**config.mk**
```make
export PLATFORM = sky130hd
export DESIGN_NAME = uart_rx_flat
export DESIGN_NICKNAME = d
export VERILOG_FILES = /design/src/rtl/uart_pkg.sv /design/src/rtl/uart_rx_if.sv /design/src/rtl/sync_2ff.sv /design/src/rtl/uart_rx.sv /design/src/flat_wrapper.sv
export SDC_FILE = /design/constraint.sdc
export NUM_CORES = 1
export LEC_CHECK = 0
export CORE_ASPECT_RATIO = 1.2
export CORE_MARGIN = 2
export CORE_UTILIZATION = 51
export DETAILED_ROUTE_END_ITERATION = 10
export HOLD_SLACK_MARGIN = 0.15
export PLACE_DENSITY = 0.83
export SETUP_SLACK_MARGIN = 0.3
export SLEW_MARGIN = 30
export SYNTH_ARGS = -nofsm -noshare
export SYNTH_HDL_FRONTEND = slang
export SYNTH_SLANG_ARGS = --single-unit
```
**constraint.sdc**
```tcl
create_clock -name clk -period 1.81 [get_ports clk]
set_clock_uncertainty 0.05 [all_clocks]
set_input_delay 0.4525 -clock clk [delete_from_list [all_inputs] [get_ports clk]]
set_output_delay 0.4525 -clock clk [all_outputs]
set_load 0.01 [all_outputs]
```
**src/rtl/uart_pkg.sv**
```systemverilog
// Shared UART definitions: FSM state encoding, idle line level and bit-timing helpers.
package uart_pkg;

    typedef enum logic [1:0] {
        IDLE  = 2'd0,
        START = 2'd1,
        DATA  = 2'd2,
        STOP  = 2'd3
    } uart_state_t;

    localparam logic LINE_IDLE = 1'b1;

    function automatic int clks_per_bit(input int clk_freq, input int baud);
        return clk_freq / baud;
    endfunction

    function automatic int half_bit(input int clk_freq, input int baud);
        return clks_per_bit(clk_freq, baud) / 2;
    endfunction

endpackage

```
**src/rtl/uart_rx_if.sv**
```systemverilog
// Receiver-side signal bundle: serial line in, parallel word and strobes out.
interface uart_rx_if #(
    parameter int DATA_BITS = 8
);
    logic                 rx;
    logic [DATA_BITS-1:0] data;
    logic                 data_valid;
    logic                 frame_error;
    logic                 busy;

    modport master (input rx, output data, output data_valid, output frame_error, output busy);
    modport slave  (output rx, input data, input data_valid, input frame_error, input busy);
endinterface

```
**src/rtl/sync_2ff.sv**
```systemverilog
// Generic two-flop synchronizer for a single asynchronous bit; reset value selectable.
module sync_2ff #(
    parameter logic RST_VAL = 1'b0
) (
    input  logic clk,
    input  logic rst_n,
    input  logic d,
    output logic q
);
    logic meta_q;
    logic sync_q;

    always_ff @(posedge clk) begin
        if (!rst_n) begin
            meta_q <= RST_VAL;
            sync_q <= RST_VAL;
        end else begin
            meta_q <= d;
            sync_q <= meta_q;
        end
    end

    assign q = sync_q;
endmodule

```
**src/rtl/uart_rx.sv**
```systemverilog
// UART receiver: start bit, DATA_BITS data bits LSB first, one stop bit; mid-bit sampling.
module uart_rx
    import uart_pkg::*;
#(
    parameter int CLK_FREQ  = 100_000_000,
    parameter int BAUD      = 115200,
    parameter int DATA_BITS = 8
) (
    input  logic       clk,
    input  logic       rst_n,
    uart_rx_if.master  bus
);
    localparam int CPB   = clks_per_bit(CLK_FREQ, BAUD);
    localparam int HALF  = half_bit(CLK_FREQ, BAUD);
    localparam int CNT_W = $clog2(CPB);
    localparam int IDX_W = $clog2(DATA_BITS);

    localparam logic [CNT_W-1:0] CNT_LAST = CNT_W'(CPB - 1);
    localparam logic [CNT_W-1:0] CNT_HALF = CNT_W'(HALF - 1);
    localparam logic [IDX_W-1:0] IDX_LAST = IDX_W'(DATA_BITS - 1);

    logic                 rxs;
    logic                 rxs_dly_q,  rxs_dly_d;
    uart_state_t          state_q,    state_d;
    logic [CNT_W-1:0]     cnt_q,      cnt_d;
    logic [IDX_W-1:0]     idx_q,      idx_d;
    logic [DATA_BITS-1:0] shift_q,    shift_d;
    logic [DATA_BITS-1:0] data_q,     data_d;
    logic                 valid_q,    valid_d;
    logic                 ferr_q,     ferr_d;
    logic                 busy_q,     busy_d;

    sync_2ff #(.RST_VAL(LINE_IDLE)) u_sync (
        .clk   (clk),
        .rst_n (rst_n),
        .d     (bus.rx),
        .q     (rxs)
    );

    always_comb begin
        rxs_dly_d = rxs;
        state_d   = state_q;
        cnt_d     = cnt_q;
        idx_d     = idx_q;
        shift_d   = shift_q;
        data_d    = data_q;
        valid_d   = 1'b0;
        ferr_d    = 1'b0;

        case (state_q)
            IDLE: begin
                // Arm only on a high-to-low edge so a held-low break line stays ignored.
                if (rxs_dly_q && !rxs) begin
                    state_d = START;
                    cnt_d   = '0;
                end
            end
            START: begin
                if (cnt_q == CNT_HALF) begin
                    cnt_d   = '0;
                    idx_d   = '0;
                    state_d = rxs ? IDLE : DATA;
                end else begin
                    cnt_d = cnt_q + 1'b1;
                end
            end
            DATA: begin
                if (cnt_q == CNT_LAST) begin
                    cnt_d   = '0;
                    shift_d = {rxs, shift_q[DATA_BITS-1:1]};
                    idx_d   = idx_q + 1'b1;
                    if (idx_q == IDX_LAST) state_d = STOP;
                end else begin
                    cnt_d = cnt_q + 1'b1;
                end
            end
            STOP: begin
                // Leave mid-stop-bit so a back-to-back start edge is still seen.
                if (cnt_q == CNT_LAST) begin
                    cnt_d   = '0;
                    state_d = IDLE;
                    if (rxs) begin
                        data_d  = shift_q;
                        valid_d = 1'b1;
                    end else begin
                        ferr_d = 1'b1;
                    end
                end else begin
                    cnt_d = cnt_q + 1'b1;
                end
            end
            default: state_d = IDLE;
        endcase

        busy_d = (state_d != IDLE);
    end

    always_ff @(posedge clk) begin
        if (!rst_n) begin
            rxs_dly_q <= LINE_IDLE;
            state_q   <= IDLE;
            cnt_q     <= '0;
            idx_q     <= '0;
            shift_q   <= '0;
            data_q    <= '0;
            valid_q   <= 1'b0;
            ferr_q    <= 1'b0;
            busy_q    <= 1'b0;
        end else begin
            rxs_dly_q <= rxs_dly_d;
            state_q   <= state_d;
            cnt_q     <= cnt_d;
            idx_q     <= idx_d;
            shift_q   <= shift_d;
            data_q    <= data_d;
            valid_q   <= valid_d;
            ferr_q    <= ferr_d;
            busy_q    <= busy_d;
        end
    end

    assign bus.data        = data_q;
    assign bus.data_valid  = valid_q;
    assign bus.frame_error = ferr_q;
    assign bus.busy        = busy_q;
endmodule
```
**src/flat_wrapper.sv**
```systemverilog
// flat-port wrapper written by rule: the top's interface ports become plain ports
module uart_rx_flat import uart_pkg::*;
#(
    parameter int CLK_FREQ  = 100_000_000,
    parameter int BAUD      = 115200,
    parameter int DATA_BITS = 8
)
  (clk, rst_n, bus_rx, bus_data, bus_data_valid, bus_frame_error, bus_busy);
  uart_rx_if #(.DATA_BITS(DATA_BITS)) bus_i ();
  input  logic clk;
  input  logic rst_n;
  input wire logic [$bits(bus_i.rx)-1:0] bus_rx;
  output wire logic [$bits(bus_i.data)-1:0] bus_data;
  output wire logic [$bits(bus_i.data_valid)-1:0] bus_data_valid;
  output wire logic [$bits(bus_i.frame_error)-1:0] bus_frame_error;
  output wire logic [$bits(bus_i.busy)-1:0] bus_busy;
  assign bus_i.rx = bus_rx;
  assign bus_data = bus_i.data;
  assign bus_data_valid = bus_i.data_valid;
  assign bus_frame_error = bus_i.frame_error;
  assign bus_busy = bus_i.busy;
  uart_rx #(.CLK_FREQ(CLK_FREQ), .BAUD(BAUD), .DATA_BITS(DATA_BITS)) u_core (.clk(clk), .rst_n(rst_n), .bus(bus_i));
endmodule
```
==> results of run 1 <==
-- timing repair --
| item | in CTS | in global routing |
|---|---|---|
| hold buffers | 0 | 0 |
| buffers inserted | 10 | 2 |
| endpoints found under the setup margin | 43 | 33 |
| gates resized for setup | 37 | 17 |
| pin swaps | 14 | 10 |
| hold endpoints to repair | 0 | 0 |
-- cells in the final DEF (no fill, tap or decap), types with 4 or more instances in the layout --
cell	n
a21oi_1	9
buf_4	22
buf_6	7
clkbuf_8	5
dfxtp_1	30
dfxtp_4	4
dlygate4sd2_1	11
ha_1	4
inv_1	5
mux2i_1	7
nand2_1	22
nand2b_1	4
nand3_1	9
nor2_1	11
nor3_1	4
o21ai_0	7
o21ai_1	5
-- kinds of logic after synthesis --
| family | count (synthesis) | synth area share, % |
|---|---|---|
| compound gates | 46 | 16.21 |
| xor+xnor | 5 | 2.488 |
| fa+ha+maj | 8 | 5.686 |
| buf+inv | 15 | 3.269 |
| flops | 37 | 42.08 |
| mux | 8 | 4.549 |
| simple gates | 81 | 25.73 |
-- final timing paths --
| kind | startpoint | slack (ns) | endpoint |
|---|---|---|---|
| worst max-delay path | u_core.cnt_q[1] | 0.09 | u_core.idx_q[0] |
| worst min-delay path | u_core.u_sync.meta_q | 0.41 | u_core.u_sync.q |
| worst max register to register | u_core.cnt_q[1] | 0.09 | u_core.idx_q[0] |
| worst min register to register | u_core.u_sync.meta_q | 0.41 | u_core.u_sync.q |
-- report_power, final --
part,total [mW],leakage (nW),switching [mW],internal [mW]
combinational,0.109,0.669,0.0611,0.0474
sequential,0.818,0.303,0.00398,0.814
clock,0.668,0.0569,0.310,0.357
total,1.59,1.03,0.376,1.22
-- worst max-delay path, delay by kind of cell, from the launching register on --
family          cells  cell delay (ns)
compound gates      2             0.48
fa+ha+maj           1             0.16
simple gates        2             0.54
flops               1             0.36
buf+inv             1             0.06
-- per-stage QoR --
stage | power [mW] | cell area [um2]
final | 1.594 | 2549
after global placement | 0.9187 | 2155
after detailed placement | 0.9193 | 2155
after CTS | 1.589 | 2459
after floorplan | 0.8911 | 1869
after global routing | 1.642 | 2549
-- registers in the layout (all words and copies together) (netlist names), 2 cells and up --
name	count
u_core.idx_q	3
u_core.bus.data	8
u_core.shift_q	8
u_core.state_q	2
u_core.cnt_q	10
-- final cells by class --
class | instances | share of cell area (%)
inverters | 8 | 1.178
well taps | 37 | 1.816
repair buffers | 44 | 15.51
multi-input cells | 148 | 47.42
clock buffers | 6 | 3.682
flip-flops and latches | 37 | 29.80
clock inverters | 2 | 0.5891
-- metal layers --
| metal | global-route usage (%) | up-vias | routed length [um] |
|---|---|---|---|
| met3 | 6.049 | 21 | 256 |
| met5 | 0 | - | 0 |
| met2 | 45.74 | 57 | 2726 |
| li1 | - | 809 | - |
| met1 | 32.17 | 851 | 2064 |
| met4 | 12.79 | 0 | 208 |
==> impl_metrics.py, run 1 <==
metrics = {
    "run_status": {
        "outcome": "finished clean",
    },
    "synth": {
        "ys_seq_area_share_pct": 42.08,
        "synth.top_cells.by_count": "37 x dfxtp_1, 23 x nand2_1, 14 x o21ai_0, 13 x nor2_1, 12 x nand3_1",
        "yosysMostFrequentCell": "dfxtp_1",
        "yosys.area.top_type_share_pct": 42.08,
        "netlist_area_um2": 1760,
        "netlist_top_cells_area": "dfxtp_1 42%, ha_1 5.7%, nand2_1 4.9%, mux2i_1 4.5%, o21ai_0 4.0%",
        "yosysWarnings": 0,
        "synth_flop_cell": "dfxtp_1",
        "netlist_instances": 200,
        "synth_seq_cells": 37,
        "postSynthAreaPerCell_um2": 8.802,
        "yosysTopAreaCell": "dfxtp_1",
        "syn-num-nets": 211,
        "synth_async_sr_flop_share_pct": 0,
        "synth_cell_types": 44,
        "synth_edf_count": 0,
    },
    "critical_path": {
        "r2r_cells": 6,
        "critPathMaxFanout": 3,
        "crit_type": "register to register",
        "crit_required_ns": 1.99,
        "cpMaxStageDelayCell": "or3b_4",
        "slowest_delay_ns": 0.46,
        "worstSetupEndpointType": "register",
        "crit_chain": "inv_1, ha_1, nand2_2, o21ai_0, or3b_4, o22ai_1",
        "critPathLaunchType": "register",
        "cp.arrival_ns": 1.90,
    },
    "finish": {
        "fin_util_pct": 77.01,
        "final_cells": 282,
        "nNetsFinal": 255,
        "diodes": 0,
        "area_delta_synth_final_pct": 44.78,
        "final-seq-area_um2": 759.5,
        "drive_gt1_share_pct": 35.10,
        "fill_cells": 203,
        "multi_input_area_um2": 1209,
    },
    "place": {
        "hpwl_um": 2868,
        "io_buffer_count": 13,
        "globalplace.congestion": 0.9071,
        "preCtsSetupSlack_ns": -0.007795,
        "numPlacedInstances": 262,
    },
    "cts": {
        "cts_tree": "built",
        "clockBufferDepth": 2,
        "path_clk_slew_ns": 0.07,
        "clock_latency_ns": 0.30,
        "h-tree-depth": 2,
        "cts-root-buf": "clkbuf_8",
        "clock-sinks": 37,
        "numCtsBuffers": 5,
    },
    "route": {
        "antenna_left": 0,
        "wirelength_um": 5256,
        "first_pass_iters": 4,
        "wl_per_cell_um": 18.64,
        "drt-initial-drc-count": 125,
        "drc_errors": 0,
        "viasPerCell": 6.163,
        "vias": 1738,
    },
    "global_route": {
        "grt_usage_pct": 26.91,
        "grt_max_degree": 21,
        "grt_pass1_wl_um": 8059,
        "grt_pass1_vias": 1682,
        "grt-ovfl-total": 0,
        "antenna_found_initial": 0,
    },
    "sta": {
        "drv_slew": 0,
        "period_needed_ns": 1.721,
        "max_slew.worst_pin.slew_ns": 0.3363,
        "hold_violations": 0,
        "setup_slack_ns": 0.08886,
        "setup_viol": 0,
        "whs_ns": 0.4106,
        "slew_headroom_pct": 77.37,
        "fmax_mhz": 581.0,
        "tns_ns": 0,
        "min_period_over_period_pct": 95.09,
        "rsz0062_at_grt": "yes",
    },
    "power": {
        "ir_drop_uv": 516.8,
        "leakage_nw": 1.029,
        "power-per-cell-area_nw_per_um2": 625.5,
    },
    "run": {
        "maxCapViolCount": 0,
    },
    "floorplan": {
        "die_h_um": 68.36,
        "fp.dieW_um": 57.64,
        "placeableCoreArea_um2": 3309,
        "rows": 23,
        "start_util_pct": 53.19,
        "ioPinCount": 14,
        "dieArea_um2": 3940,
    },
    "worst_hold_path": {
        "hp-class": "register to register",
        "hold_depth": 1,
    },
}
No activity file was read; power rests on OpenSTA's default activity.
==> inputs of run 2 (changes only) <==
Settings changed: PLACE_DENSITY 0.83 to 0.79.
==> impl_metrics.py, run 2 (synthesis results as in run 1) <==
metrics = {
    "run_status": {
        "outcome": "finished clean",
    },
    "critical_path": {
        "crit_end": "u_core.bus.data[7]",
        "timing.rr.start": "u_core.cnt_q[9]",
        "critPathLaunchType": "register",
        "crit_start": "u_core.cnt_q[9]",
        "critPathMaxFanout": 8,
        "cp.arrival_ns": 1.95,
        "crit_required_ns": 1.98,
        "worstSetupEndpointType": "register",
        "rrSetupSlack_ns": 0.02,
        "r2r_end": "u_core.bus.data[7]",
        "r2r_cells": 5,
        "crit_type": "register to register",
    },
    "route": {
        "viasPerCell": 6.207,
        "drc_errors": 0,
        "wl_per_cell_um": 18.61,
        "antenna_left": 0,
        "wirelength_um": 5136,
        "first_pass_iters": 4,
        "vias": 1713,
        "drt-initial-drc-count": 147,
    },
    "cts": {
        "path_clk_slew_ns": 0.08,
        "clock-sinks": 37,
        "h-tree-depth": 2,
        "numCtsBuffers": 5,
        "cts_tree": "built",
        "hold_buffers": 0,
        "clock_latency_ns": 0.29,
        "clockBufferDepth": 2,
        "cts-root-buf": "clkbuf_8",
    },
    "power": {
        "power-per-cell-area_nw_per_um2": 632.1,
        "ir_drop_uv": 675.1,
        "finalPower_mw": 1.587,
        "leakage_nw": 1.002,
    },
    "sta": {
        "drv_slew": 0,
        "setup_viol": 0,
        "rsz0062_at_grt": "yes",
        "fmax_mhz": 559.8,
        "max_slew.worst_pin.slew_ns": 0.3700,
        "slew_headroom_pct": 75.24,
        "min_period_over_period_pct": 98.69,
        "hold_violations": 0,
        "period_needed_ns": 1.786,
    },
    "finish": {
        "fin_util_pct": 75.88,
        "area_delta_synth_final_pct": 42.64,
        "final_cells": 276,
        "largest_reg_flops": 10,
        "final_cell_mix": "29 x dfxtp_1, 22 x nand2_1, 19 x buf_4",
        "nNetsFinal": 249,
        "drive_gt1_share_pct": 36.40,
        "largest-register": "u_core.cnt_q",
        "final_common_cell": "dfxtp_1",
        "diodes": 0,
    },
    "global_route": {
        "grt-ovfl-total": 0,
        "grt_usage_pct": 24.82,
        "grt_max_degree": 18,
        "grt_pass1_vias": 1619,
        "antenna_found_initial": 0,
        "grt_pass1_wl_um": 7548,
    },
    "worst_hold_path": {
        "hp-class": "register to register",
    },
    "floorplan": {
        "die_h_um": 68.36,
        "placeableCoreArea_um2": 3309,
        "start_util_pct": 53.19,
        "rows": 23,
        "ioPinCount": 14,
        "dieArea_um2": 3940,
        "fp.dieW_um": 57.64,
    },
    "place": {
        "numPlacedInstances": 257,
        "globalplace.congestion": 0.8353,
        "io_buffer_count": 13,
        "hpwl_um": 3015,
    },
    "run": {
        "maxCapViolCount": 0,
    },
}
==> run 2: per-layer routing <==
metal	share of wire [%]	GRT usage, %	wire length (um)
met4	2.1	7.849	108
met5	0	0	0
met3	4.5	5.860	233
met2	55	46.45	2815
met1	39	27.58	1979
==> run 2: worst min path at each step <==
stage                    startpoint              end  slack (ns)  cells after the start
2_1_floorplan  u_core.u_sync.meta_q  u_core.u_sync.q        0.34                      1
3_3_place_gp   u_core.u_sync.meta_q  u_core.u_sync.q        0.34                      1
3_5_place_dp   u_core.u_sync.meta_q  u_core.u_sync.q        0.35                      1
4_1_cts        u_core.u_sync.meta_q  u_core.u_sync.q        0.37                      1
5_1_grt        u_core.u_sync.meta_q  u_core.u_sync.q        0.39                      1
6_report       u_core.u_sync.meta_q  u_core.u_sync.q        0.37                      1
==> run 2: report_power, final <==
part	internal [mW]	switching (mW)	leakage [nW]
registers	0.811	0.00450	0.305
logic	0.0391	0.0584	0.641
clock network	0.357	0.317	0.0567
==> run 2: stage by stage <==
| stage | hold slack, ns | worst slack [ns] | setup TNS (ns) | area [um2] |
|---|---|---|---|---|
| after detailed placement | 0.3517 | -0.004097 | -0.004097 | 2117 |
| after global routing | 0.3892 | -0.02921 | -0.07321 | 2511 |
| after floorplan | 0.3363 | 0.09579 | 0 | 1869 |
| after CTS | 0.3699 | 0.07437 | 0 | 2381 |
| final | 0.3655 | 0.02374 | 0 | 2511 |
| after global placement | 0.3391 | 0.04509 | 0 | 2117 |
==> run 2: cell type report <==
| type | count | area, um2 |
|---|---|---|
| fill | 223 | 798.3 |
| sequential | 37 | 765.7 |
| clock buffer | 6 | 93.84 |
| tap | 37 | 46.29 |
| clock inverter | 2 | 13.76 |
| timing repair buffer | 38 | 326.6 |
| multi-input combinational | 148 | 1235 |
| inverter | 8 | 30.03 |
==> run 2: timing repair <==
action	4_1_cts	5_1_grt
setup endpoints to repair	43	34
endpoints found under the hold margin	0	0
setup buffers	7	4
cloned	0	0
gates resized for setup	37	31
pin swaps	11	14
==> run 2: critical path, stage by stage, from the launching register on <==
cell and delay (ns):
dfxtp_1 0.42, or4bb_4 0.60, nor4_4 0.16, buf_6 0.21
nand3_2 0.11, a21oi_2 0.16
==> inputs of run 3 (changes only) <==
Settings changed: RECOVER_POWER from default to 100.
==> impl_metrics.py, run 3 (synthesis results as in run 1) <==
metrics = {
    "place": {
        "globalplace.congestion": 0.8353,
        "hpwl_um": 3015,
        "preCtsSetupSlack_ns": -0.004097,
        "io_buffer_count": 13,
        "numPlacedInstances": 257,
    },
    "critical_path": {
        "r2r_end": "u_core.bus.data[7]",
        "r2r_cells": 5,
        "timing.rr.start": "u_core.cnt_q[9]",
        "rrSetupSlack_ns": 0.03,
        "cp.arrival_ns": 1.95,
        "worstSetupEndpointType": "register",
        "crit_start": "u_core.cnt_q[9]",
        "critPathMaxFanout": 8,
        "crit_type": "register to register",
        "crit_required_ns": 1.98,
        "critPathLaunchType": "register",
        "crit_end": "u_core.bus.data[7]",
    },
    "finish": {
        "final-seq-area_um2": 765.7,
        "nNetsFinal": 249,
        "largest_reg_flops": 10,
        "final_common_cell": "dfxtp_1",
        "fill_cells": 225,
        "area_delta_synth_final_pct": 42.08,
        "diodes": 0,
        "final_cells": 276,
        "multi_input_area_um2": 1235,
        "final_cell_mix": "29 x dfxtp_1, 22 x nand2_1, 18 x buf_4",
        "largest-register": "u_core.cnt_q",
        "drive_gt1_share_pct": 35.98,
    },
    "cts": {
        "numCtsBuffers": 5,
        "cts-root-buf": "clkbuf_8",
        "clock-sinks": 37,
        "clock_latency_ns": 0.30,
        "cts_tree": "built",
        "hold_buffers": 0,
        "path_clk_slew_ns": 0.08,
        "clockBufferDepth": 2,
        "h-tree-depth": 2,
    },
    "route": {
        "drt-initial-drc-count": 144,
        "antenna_left": 0,
        "drc_errors": 0,
        "wirelength_um": 5134,
        "wl_per_cell_um": 18.60,
        "vias": 1687,
        "first_pass_iters": 4,
        "viasPerCell": 6.112,
    },
    "power": {
        "power-per-cell-area_nw_per_um2": 636.6,
        "clkPwrFrac_pct": 42.8,
        "switching_share_pct": 24.26,
        "ir_drop_uv": 678.8,
        "switching_power_uw": 386.2,
        "combPwrFrac_pct": 6.0,
        "leakage_nw": 0.9966,
        "internal-power_mw": 1.206,
        "power.share.sequential_pct": 51.2,
        "finalPower_mw": 1.592,
    },
    "sta": {
        "min_period_over_period_pct": 98.18,
        "slew_headroom_pct": 67.54,
        "fmax_mhz": 562.7,
        "setup_slack_ns": 0.03294,
        "rsz0062_at_grt": "yes",
        "period_needed_ns": 1.777,
        "tns_ns": 0,
        "max_slew.worst_pin.slew_ns": 0.4869,
        "setup_viol": 0,
        "drv_slew": 0,
        "hold_violations": 0,
        "whs_ns": 0.3660,
    },
    "global_route": {
        "grt_pass1_vias": 1619,
        "grt_usage_pct": 24.82,
        "grt-ovfl-total": 0,
        "grt_pass1_wl_um": 7548,
        "grt_max_degree": 18,
        "antenna_found_initial": 0,
    },
    "floorplan": {
        "die_h_um": 68.36,
        "start_util_pct": 53.19,
        "placeableCoreArea_um2": 3309,
        "fp.dieW_um": 57.64,
        "ioPinCount": 14,
        "rows": 23,
        "dieArea_um2": 3940,
    },
    "run": {
        "maxCapViolCount": 0,
    },
    "run_status": {
        "outcome": "finished clean",
    },
    "worst_hold_path": {
        "hp-class": "register to register",
    },
}
## run 3: cell count changes in the layout (fill, tap and decap cells not counted)
cell and change:
buf_4 -1, buf_6 -1, clkbuf_1 +1, clkbuf_2 +1, clkdlybuf4s50_1 -1, dlygate4sd3_1 +1
## run 3: worst min-delay path by stage
stage / from / endpoint / slack, ns / cells after the start
after detailed placement: u_core.u_sync.meta_q / u_core.u_sync.q / 0.35 / 1
final: u_core.u_sync.meta_q / u_core.u_sync.q / 0.37 / 1
after CTS: u_core.u_sync.meta_q / u_core.u_sync.q / 0.37 / 1
after floorplan: u_core.u_sync.meta_q / u_core.u_sync.q / 0.34 / 1
after global placement: u_core.u_sync.meta_q / u_core.u_sync.q / 0.34 / 1
after global routing: u_core.u_sync.meta_q / u_core.u_sync.q / 0.39 / 1
## run 3: stage by stage
stage	utilization (%)	cell area [um2]
2_1_floorplan	-	1869
3_3_place_gp	63.97	2117
3_5_place_dp	63.97	2117
4_1_cts	71.95	2381
5_1_grt	75.58	2501
6_report	75.58	2501
## run 3: final cells by class
class	instances	share of cell area (%)
clock buffers	6	3.752
repair buffers	38	12.66
flip-flops and latches	37	30.62
multi-input cells	148	49.37
well taps	37	1.851
clock inverters	2	0.5503
inverters	8	1.201
## run 3: routing by layer
| metal | vias up | part of all wire (%) | track usage [%] |
|---|---|---|---|
| met4 | 0 | 1.6 | 7.849 |
| met3 | 9 | 3.7 | 5.860 |
| met5 | - | 0 | 0 |
| met1 | 831 | 39 | 27.58 |
| li1 | 799 | - | - |
| met2 | 48 | 55 | 46.45 |
## run 3: worst max-delay path, cell delays in order (launching register included)
cell	delay (ns)
dfxtp_1	0.42
or4bb_4	0.60
nor4_4	0.16
buf_6	0.21
nand3_2	0.11
a21oi_2	0.16
## run 3: power groups by stage
stage                     logic (mW)  registers [mW]  clock network, mW
after floorplan               0.0511           0.840                  0
after global placement        0.0753           0.840                  0
after detailed placement      0.0781           0.840                  0
after CTS                     0.0888           0.816              0.678
after global routing           0.104           0.816              0.704
final                         0.0958           0.815              0.681
## run 3: timing repair
item / 4_1_cts / 5_1_grt
hold endpoints to repair: 0 / 0
pin swaps: 11 / 14
setup endpoints to repair: 43 / 34
gates cloned: 0 / 0
setup buffers: 7 / 4
resized for setup: 37 / 31
